==> src/rtl/pipelined_cla_adder_if.sv <==
// Operand/result handshake bundle for pipelined_cla_adder.
// Carries the optional sub strobe when PIPELINED_CLA_ADDER_SUB_EN is defined.
interface pipelined_cla_adder_if #(
    parameter int unsigned WIDTH = 32
);
    logic             in_valid;
    logic             in_ready;
    logic [WIDTH-1:0] A;
    logic [WIDTH-1:0] B;
    logic             C_in;
`ifdef PIPELINED_CLA_ADDER_SUB_EN
    logic             sub;
`endif
    logic             out_valid;
    logic             out_ready;
    logic [WIDTH-1:0] S;
    logic             C_out;
    logic             overflow;

    modport master (
        output in_valid,
        output A,
        output B,
        output C_in,
`ifdef PIPELINED_CLA_ADDER_SUB_EN
        output sub,
`endif
        output out_ready,
        input  in_ready,
        input  out_valid,
        input  S,
        input  C_out,
        input  overflow
    );

    modport slave (
        input  in_valid,
        input  A,
        input  B,
        input  C_in,
`ifdef PIPELINED_CLA_ADDER_SUB_EN
        input  sub,
`endif
        input  out_ready,
        output in_ready,
        output out_valid,
        output S,
        output C_out,
        output overflow
    );
endinterface

==> src/rtl/pipelined_cla_adder.sv <==
// Pipelined carry-lookahead adder: one SEG_WIDTH segment resolved per stage, global stall.
// Optional subtract mode under PIPELINED_CLA_ADDER_SUB_EN.
module pipelined_cla_adder #(
    parameter int unsigned WIDTH     = 32,
    parameter int unsigned SEG_WIDTH = 8
) (
    input  logic                 clk,
    input  logic                 rst_n,
    pipelined_cla_adder_if.slave bus_io
);
    localparam int unsigned NSTAGE = WIDTH / SEG_WIDTH;

    if ((WIDTH % SEG_WIDTH) != 0) begin : g_bad_width
        $error("pipelined_cla_adder: WIDTH must be a multiple of SEG_WIDTH");
    end

    typedef struct packed {
        logic                 c_msb;
        logic                 c_out;
        logic [SEG_WIDTH-1:0] sum;
    } seg_res_t;

    // Each carry is a flat sum-of-products of generate/propagate terms, not a ripple chain.
    function automatic seg_res_t cla_seg(input logic [SEG_WIDTH-1:0] a,
                                         input logic [SEG_WIDTH-1:0] b,
                                         input logic                 c_in);
        logic [SEG_WIDTH-1:0] g;
        logic [SEG_WIDTH-1:0] p;
        logic [SEG_WIDTH:0]   c;
        logic                 term;
        logic                 prod;
        seg_res_t             res;
        g    = a & b;
        p    = a ^ b;
        c    = '0;
        c[0] = c_in;
        for (int i = 0; i < SEG_WIDTH; i++) begin
            term = g[i];
            prod = p[i];
            for (int j = i - 1; j >= 0; j--) begin
                term = term | (prod & g[j]);
                prod = prod & p[j];
            end
            c[i+1] = term | (prod & c_in);
        end
        res.sum   = p ^ c[SEG_WIDTH-1:0];
        res.c_out = c[SEG_WIDTH];
        res.c_msb = c[SEG_WIDTH-1];
        return res;
    endfunction

    // acc holds resolved sum segments below the stage index and raw A segments above it.
    logic [WIDTH-1:0] acc_q   [NSTAGE];
    logic [WIDTH-1:0] acc_d   [NSTAGE];
    logic [WIDTH-1:0] b_q     [NSTAGE];
    logic [WIDTH-1:0] b_d     [NSTAGE];
    logic             carry_q [NSTAGE];
    logic             carry_d [NSTAGE];
    logic             valid_q [NSTAGE];
    logic             valid_d [NSTAGE];
    logic             ovf_q;
    logic             ovf_d;

    logic [WIDTH-1:0] st_acc [NSTAGE];
    logic [WIDTH-1:0] st_b   [NSTAGE];
    logic             st_c   [NSTAGE];
    logic             st_v   [NSTAGE];

    logic [WIDTH-1:0] b_eff;
    logic             c_eff;
    logic             advance;
    seg_res_t         seg_res;

`ifdef PIPELINED_CLA_ADDER_SUB_EN
    // Inverting B at entry folds sub into the operand that travels down the pipe.
    assign b_eff = bus_io.sub ? ~bus_io.B : bus_io.B;
    assign c_eff = bus_io.sub | bus_io.C_in;
`else
    assign b_eff = bus_io.B;
    assign c_eff = bus_io.C_in;
`endif

    assign advance          = bus_io.out_ready | ~valid_q[NSTAGE-1];
    assign bus_io.in_ready  = advance;
    assign bus_io.out_valid = valid_q[NSTAGE-1];
    assign bus_io.S         = acc_q[NSTAGE-1];
    assign bus_io.C_out     = carry_q[NSTAGE-1];
    assign bus_io.overflow  = ovf_q;

    always_comb begin
        st_acc[0] = bus_io.A;
        st_b[0]   = b_eff;
        st_c[0]   = c_eff;
        st_v[0]   = bus_io.in_valid;
        for (int k = 1; k < NSTAGE; k++) begin
            st_acc[k] = acc_q[k-1];
            st_b[k]   = b_q[k-1];
            st_c[k]   = carry_q[k-1];
            st_v[k]   = valid_q[k-1];
        end
    end

    always_comb begin
        seg_res = '0;
        ovf_d   = 1'b0;
        for (int k = 0; k < NSTAGE; k++) begin
            seg_res = cla_seg(st_acc[k][k*SEG_WIDTH +: SEG_WIDTH],
                              st_b[k][k*SEG_WIDTH +: SEG_WIDTH],
                              st_c[k]);
            acc_d[k]                           = st_acc[k];
            acc_d[k][k*SEG_WIDTH +: SEG_WIDTH] = seg_res.sum;
            b_d[k]                             = st_b[k];
            carry_d[k]                         = seg_res.c_out;
            valid_d[k]                         = st_v[k];
        end
        // seg_res now belongs to the MSB segment.
        ovf_d = seg_res.c_msb ^ seg_res.c_out;
    end

    always_ff @(posedge clk or negedge rst_n) begin
        if (!rst_n) begin
            acc_q   <= '{default: '0};
            b_q     <= '{default: '0};
            carry_q <= '{default: 1'b0};
            valid_q <= '{default: 1'b0};
            ovf_q   <= 1'b0;
        end else if (advance) begin
            acc_q   <= acc_d;
            b_q     <= b_d;
            carry_q <= carry_d;
            valid_q <= valid_d;
            ovf_q   <= ovf_d;
        end
    end
endmodule

==> src/flat_wrapper.sv <==
// flat-port wrapper written by rule: the top's interface ports become plain ports
module pipelined_cla_adder_flat 
#(
    parameter int unsigned WIDTH     = 32,
    parameter int unsigned SEG_WIDTH = 8
)
  (clk, rst_n, bus_io_in_valid, bus_io_A, bus_io_B, bus_io_C_in, bus_io_out_ready, bus_io_in_ready, bus_io_out_valid, bus_io_S, bus_io_C_out, bus_io_overflow);
  pipelined_cla_adder_if #(.WIDTH(WIDTH)) bus_io_i ();
  input  logic clk;
  input  logic rst_n;
  input wire logic [$bits(bus_io_i.in_valid)-1:0] bus_io_in_valid;
  input wire logic [$bits(bus_io_i.A)-1:0] bus_io_A;
  input wire logic [$bits(bus_io_i.B)-1:0] bus_io_B;
  input wire logic [$bits(bus_io_i.C_in)-1:0] bus_io_C_in;
  input wire logic [$bits(bus_io_i.out_ready)-1:0] bus_io_out_ready;
  output wire logic [$bits(bus_io_i.in_ready)-1:0] bus_io_in_ready;
  output wire logic [$bits(bus_io_i.out_valid)-1:0] bus_io_out_valid;
  output wire logic [$bits(bus_io_i.S)-1:0] bus_io_S;
  output wire logic [$bits(bus_io_i.C_out)-1:0] bus_io_C_out;
  output wire logic [$bits(bus_io_i.overflow)-1:0] bus_io_overflow;
  assign bus_io_i.in_valid = bus_io_in_valid;
  assign bus_io_i.A = bus_io_A;
  assign bus_io_i.B = bus_io_B;
  assign bus_io_i.C_in = bus_io_C_in;
  assign bus_io_i.out_ready = bus_io_out_ready;
  assign bus_io_in_ready = bus_io_i.in_ready;
  assign bus_io_out_valid = bus_io_i.out_valid;
  assign bus_io_S = bus_io_i.S;
  assign bus_io_C_out = bus_io_i.C_out;
  assign bus_io_overflow = bus_io_i.overflow;
  pipelined_cla_adder #(.WIDTH(WIDTH), .SEG_WIDTH(SEG_WIDTH)) u_core (.clk(clk), .rst_n(rst_n), .bus_io(bus_io_i));
endmodule
==> config.mk <==
export PLATFORM = sky130hd
export DESIGN_NAME = pipelined_cla_adder_flat
export DESIGN_NICKNAME = d
export VERILOG_FILES = /design/src/rtl/pipelined_cla_adder_if.sv /design/src/rtl/pipelined_cla_adder.sv /design/src/flat_wrapper.sv
export SDC_FILE = /design/constraint.sdc
export NUM_CORES = 1
export LEC_CHECK = 0
export ABC_AREA = 1
export CAP_MARGIN = 20
export CORE_MARGIN = 4
export CORE_UTILIZATION = 42
export CTS_BUF_LIST = sky130_fd_sc_hd__clkbuf_2
export DETAILED_ROUTE_END_ITERATION = 8
export GPL_ROUTABILITY_DRIVEN = 0
export GPL_TIMING_DRIVEN = 0
export SYNTH_ARGS = -nofsm -noshare
export SYNTH_HDL_FRONTEND = slang
export SYNTH_SLANG_ARGS = --single-unit
==> constraint.sdc <==
create_clock -name clk -period 4.33 [get_ports clk]
set_clock_uncertainty 0.05 [all_clocks]
set_input_delay 0.6495 -clock clk [delete_from_list [all_inputs] [get_ports clk]]
set_output_delay 0.6495 -clock clk [all_outputs]
set_load 0.005 [all_outputs]
Word level (Yosys, flattened, before mapping):

Index checks and enable logic that the tools add are counted.

* register bits: 233
* bits of input ports: 69
* output and inout port bits: 36
* logic and storage cells: 431

* bitwise logic cells: 415

Operators with widths (number)
* $and 1x1->1: 256
* $or 1x1->1: 145
* $xor 8x8->8: 8
* $and 8x8->8: 4
* $not 1->1: 1
* $xor 1x1->1: 1

Depth between registers and ports, before layout:

* depth after elaboration: 11
* gate-level depth with buffers: 13
* depth with buffers taken out: 12

Least setup slack after synthesis:

Ideal clock, no wire load.

* path type: input to output
* start point: input bus_io_out_ready
* end point: output bus_io_in_ready
* data arrival time: 1.235 ns
* required time: 3.631 ns
* path slack: 2.396 ns
* stages on the path: 4
* buffers on the path: 2
* cells stage by stage: nor2_4 > inv_2 > buf_2 > buf_2

* word-level cells in the longest chain between the ends: 1

RTL lines
* start: declaration: line flat_wrapper.sv:15 `input wire logic [$bits(bus_io_i.out_ready)-1:0] bus_io_out_ready;`
* $or 1x1->1: line pipelined_cla_adder.sv:83 `assign advance = bus_io.out_ready | ~valid_q[NSTAGE-1];`
* end: declaration: line flat_wrapper.sv:16 `output wire logic [$bits(bus_io_i.in_ready)-1:0] bus_io_in_ready;`

No other way between the ends.

Final worst setup path:

* start point: register u_core.valid_q (netlist bit u_core.bus_io.out_valid)
* end point: output bus_io_in_ready

* word-level cells in the longest chain between the ends: 2

RTL lines
* start: declaration: line pipelined_cla_adder.sv:59 `logic valid_q [NSTAGE];`
* start signal: assignment: line pipelined_cla_adder.sv:131 `valid_q <= valid_d;`
* $not 1->1: line pipelined_cla_adder.sv:83
* $or 1x1->1: line pipelined_cla_adder.sv:83

No other way between the ends.

==> qor.yml <==
synthArstFlopShare: 1.00
rsz0062_at_grt: "false"
drtIter0Drc: 450
area_growth_pct: 19.8
grt_antenna_before_repair: 1
seq_area_frac_synth: 0.537
synth_top_area_cell: "dfrtp_1"
io_pins: 105
placed_area_um2: 10000
setup_viol: 0
grt_max_degree: 96
synth_top_area_frac: 0.537
grt_pass1_wl_um: 33500
nets: 1246
worstHoldPathCells: 3
cap_violations: 0
clock.fmax_mhz: 290
timing.hold.ws_ps: 328
die_h_um: 151
status: "complete, no violations"
yosysWarnings: 0
post-route-drc-count: 0
critPathArrivalTime_ps: 2750
track_usage: 0.190
cts_root_buffer: "clkbuf_2"
r2r_cells: 9
fin_total_pwr_w: 0.00699
cts_buffers: 17
path_max_fanout: 10
dp_hpwl_um: 15300
via_count: 6733
grt-ovfl-total: 0
synthCells: 1016
syn_area_um2: 8630
core_area_um2: 20200
vias_per_cell: 4.72
crit_required_ps: 3630
hold_start: "bus_io_A[10]"
r2r_end: "u_core.acc_d[44]"
crit_type: "flop to output pin"
worstSkewPairLatency_ps: 770
cts_tree: "built"
drive_gt1_frac: 0.0979
fin_cells: 1425
die_w_um: 151
io_buffers: 104
worst_setup_path_end_kind: "output pin"
grt_pass1_vias: 6462
synthFlopType: "dfrtp_1"
setup_tns_ps: 0
dp_cells: 1391
synth_area_leaders: "dfrtp_1 54%, nand2_1 17%, o21ai_0 6.0%"
reg2reg_from: "u_core.b_d[73]"
wl_per_cell_um: 14.5
synth_area_per_cell_um2: 8.49
tightest_slew_ps: 741
r2r_slack_ps: 2330
power-per-cell-area_nw_per_um2: 677
leakage_nw: 5.26
cts_sinks: 185
final_cell_area_um2: 10300
clk_pin_slew_ps: 260
critPathLaunchType: "flop"
rows: 52
final_max_slew_viol_count: 0
hp-class: "input pin to flop"
ys_ff_latch: 185
synth-edff-count: 0
die_area_um2: 22900
finalCriticalPeriod_ps: 3450
h-tree-depth: 4
hold_violations: 0
ir_drop_mv: 0.216
max-slew-margin-rel: 0.506
drtAntennaViolNets: 0
synth_nets: 1121
cts_setup_buffers: 0
clockBufferDepth: 2
initial_core_util: 0.426
wl_um: 20700
first_pass_iters: 5
fin_crit_sh: 0.796
ys_types: 35
min_to: "u_core.acc_q[106]"
## state kept, by name, indices dropped and copies added (netlist names)
| register | count |
|---|---|
| u_core.bus_io.C_out | 1 |
| u_core.st_v | 3 |
| u_core.carry_q | 3 |
| u_core.bus_io.overflow | 1 |
| u_core.bus_io.out_valid | 1 |
| u_core.acc_d | 72 |
| u_core.bus_io.S | 32 |
| u_core.acc_q | 24 |
| u_core.b_d | 48 |
## cell usage after synthesis, types with 4 or more instances
library cell  instances
nand2_1             390
dfrtp_1             185
o21ai_0             103
inv_1                89
nor2_1               36
buf_4                32
ha_1                 32
nand3_1              32
buf_2                28
a21oi_1              14
clkbuf_1             13
nand4_1              11
xor2_1                6
fa_1                  4
nor3_1                4
o21ai_1               4
## through the flow
step | setup slack, ps | util
3_5_place_dp | 1000 | 0.496
2_1_floorplan | 2400 | -
4_1_cts | 805 | 0.511
5_1_grt | 678 | 0.511
3_3_place_gp | -5220 | 0.494
6_report | 885 | 0.511
## what timing repair did
item,CTS,global route
resized for setup,0,0
setup endpoints to repair,0,0
hold buffers,1,0
hold endpoints to repair,90,0
## area by class of cell
| cell class | instances | area [um^2] |
|---|---|---|
| antenna | 1 | 2.50 |
| buffer | 73 | 429 |
| clock buffer | 17 | 85.1 |
| clock inverter | 15 | 200 |
| fill | 2000 | 9900 |
| inverter | 91 | 342 |
| multi-input combinational | 667 | 3230 |
| sequential | 185 | 4630 |
| tap | 270 | 338 |
| timing repair buffer | 106 | 1080 |
## critical path, cell delays in order (launching register included)
cell and delay (ps):
dfrtp_1 420, inv_1 70, nor2_4 340, inv_2 200, buf_2 270, buf_2 220, clkdlybuf4s50_1 460
## report_power, final
group	internal, W	leakage, nW	switching [W]
Sequential	0.00246	2.24	0.000423
Clock	0.000382	0.162	0.000616
Combinational	0.00135	2.86	0.00175
Total	0.00420	5.26	0.00279
## worst max-delay path by stage
stage	end	from
floorplan	bus_io_in_ready	bus_io_out_ready
global placement	u_core.acc_d[33]	rst_n
detailed placement	bus_io_in_ready	bus_io_out_ready
CTS	bus_io_in_ready	u_core.bus_io.out_valid
global route	bus_io_in_ready	u_core.bus_io.out_valid
finish	bus_io_in_ready	u_core.bus_io.out_valid
## placed cells by master, fill, tap and decap left out, drive strengths merged, types with 11 or more instances in the layout
master / Yosys / layout
a21oi: 15 / 15
buf: 60 / 62
clkbuf: 13 / 30
clkdlybuf4s50: 0 / 103
dfrtp: 185 / 185
ha: 32 / 32
inv: 91 / 93
nand2: 394 / 394
nand3: 34 / 34
nand4: 11 / 11
nor2: 40 / 40
o21ai: 108 / 108
## metal layers
layer  part of all wire  GRT usage  vias to the layer above
met5                  0          0                        -
met4              0.012     0.0426                        0
met3              0.051     0.0377                       23
met2               0.45      0.296                      134
met1               0.48      0.275                     3147
li1                   -          -                     3429
## kinds of logic after synthesis
logic type	after synthesis	share of synthesized area
xor gates and xnor gates	7	0.00711
DFF	185	0.537
and+or+nand+nor	490	0.230
AOI/OAI and AO/OA	134	0.0815
buffers and inverters	164	0.0894
adders and majority gates	36	0.0557
No activity file was read; power rests on OpenSTA's default activity.
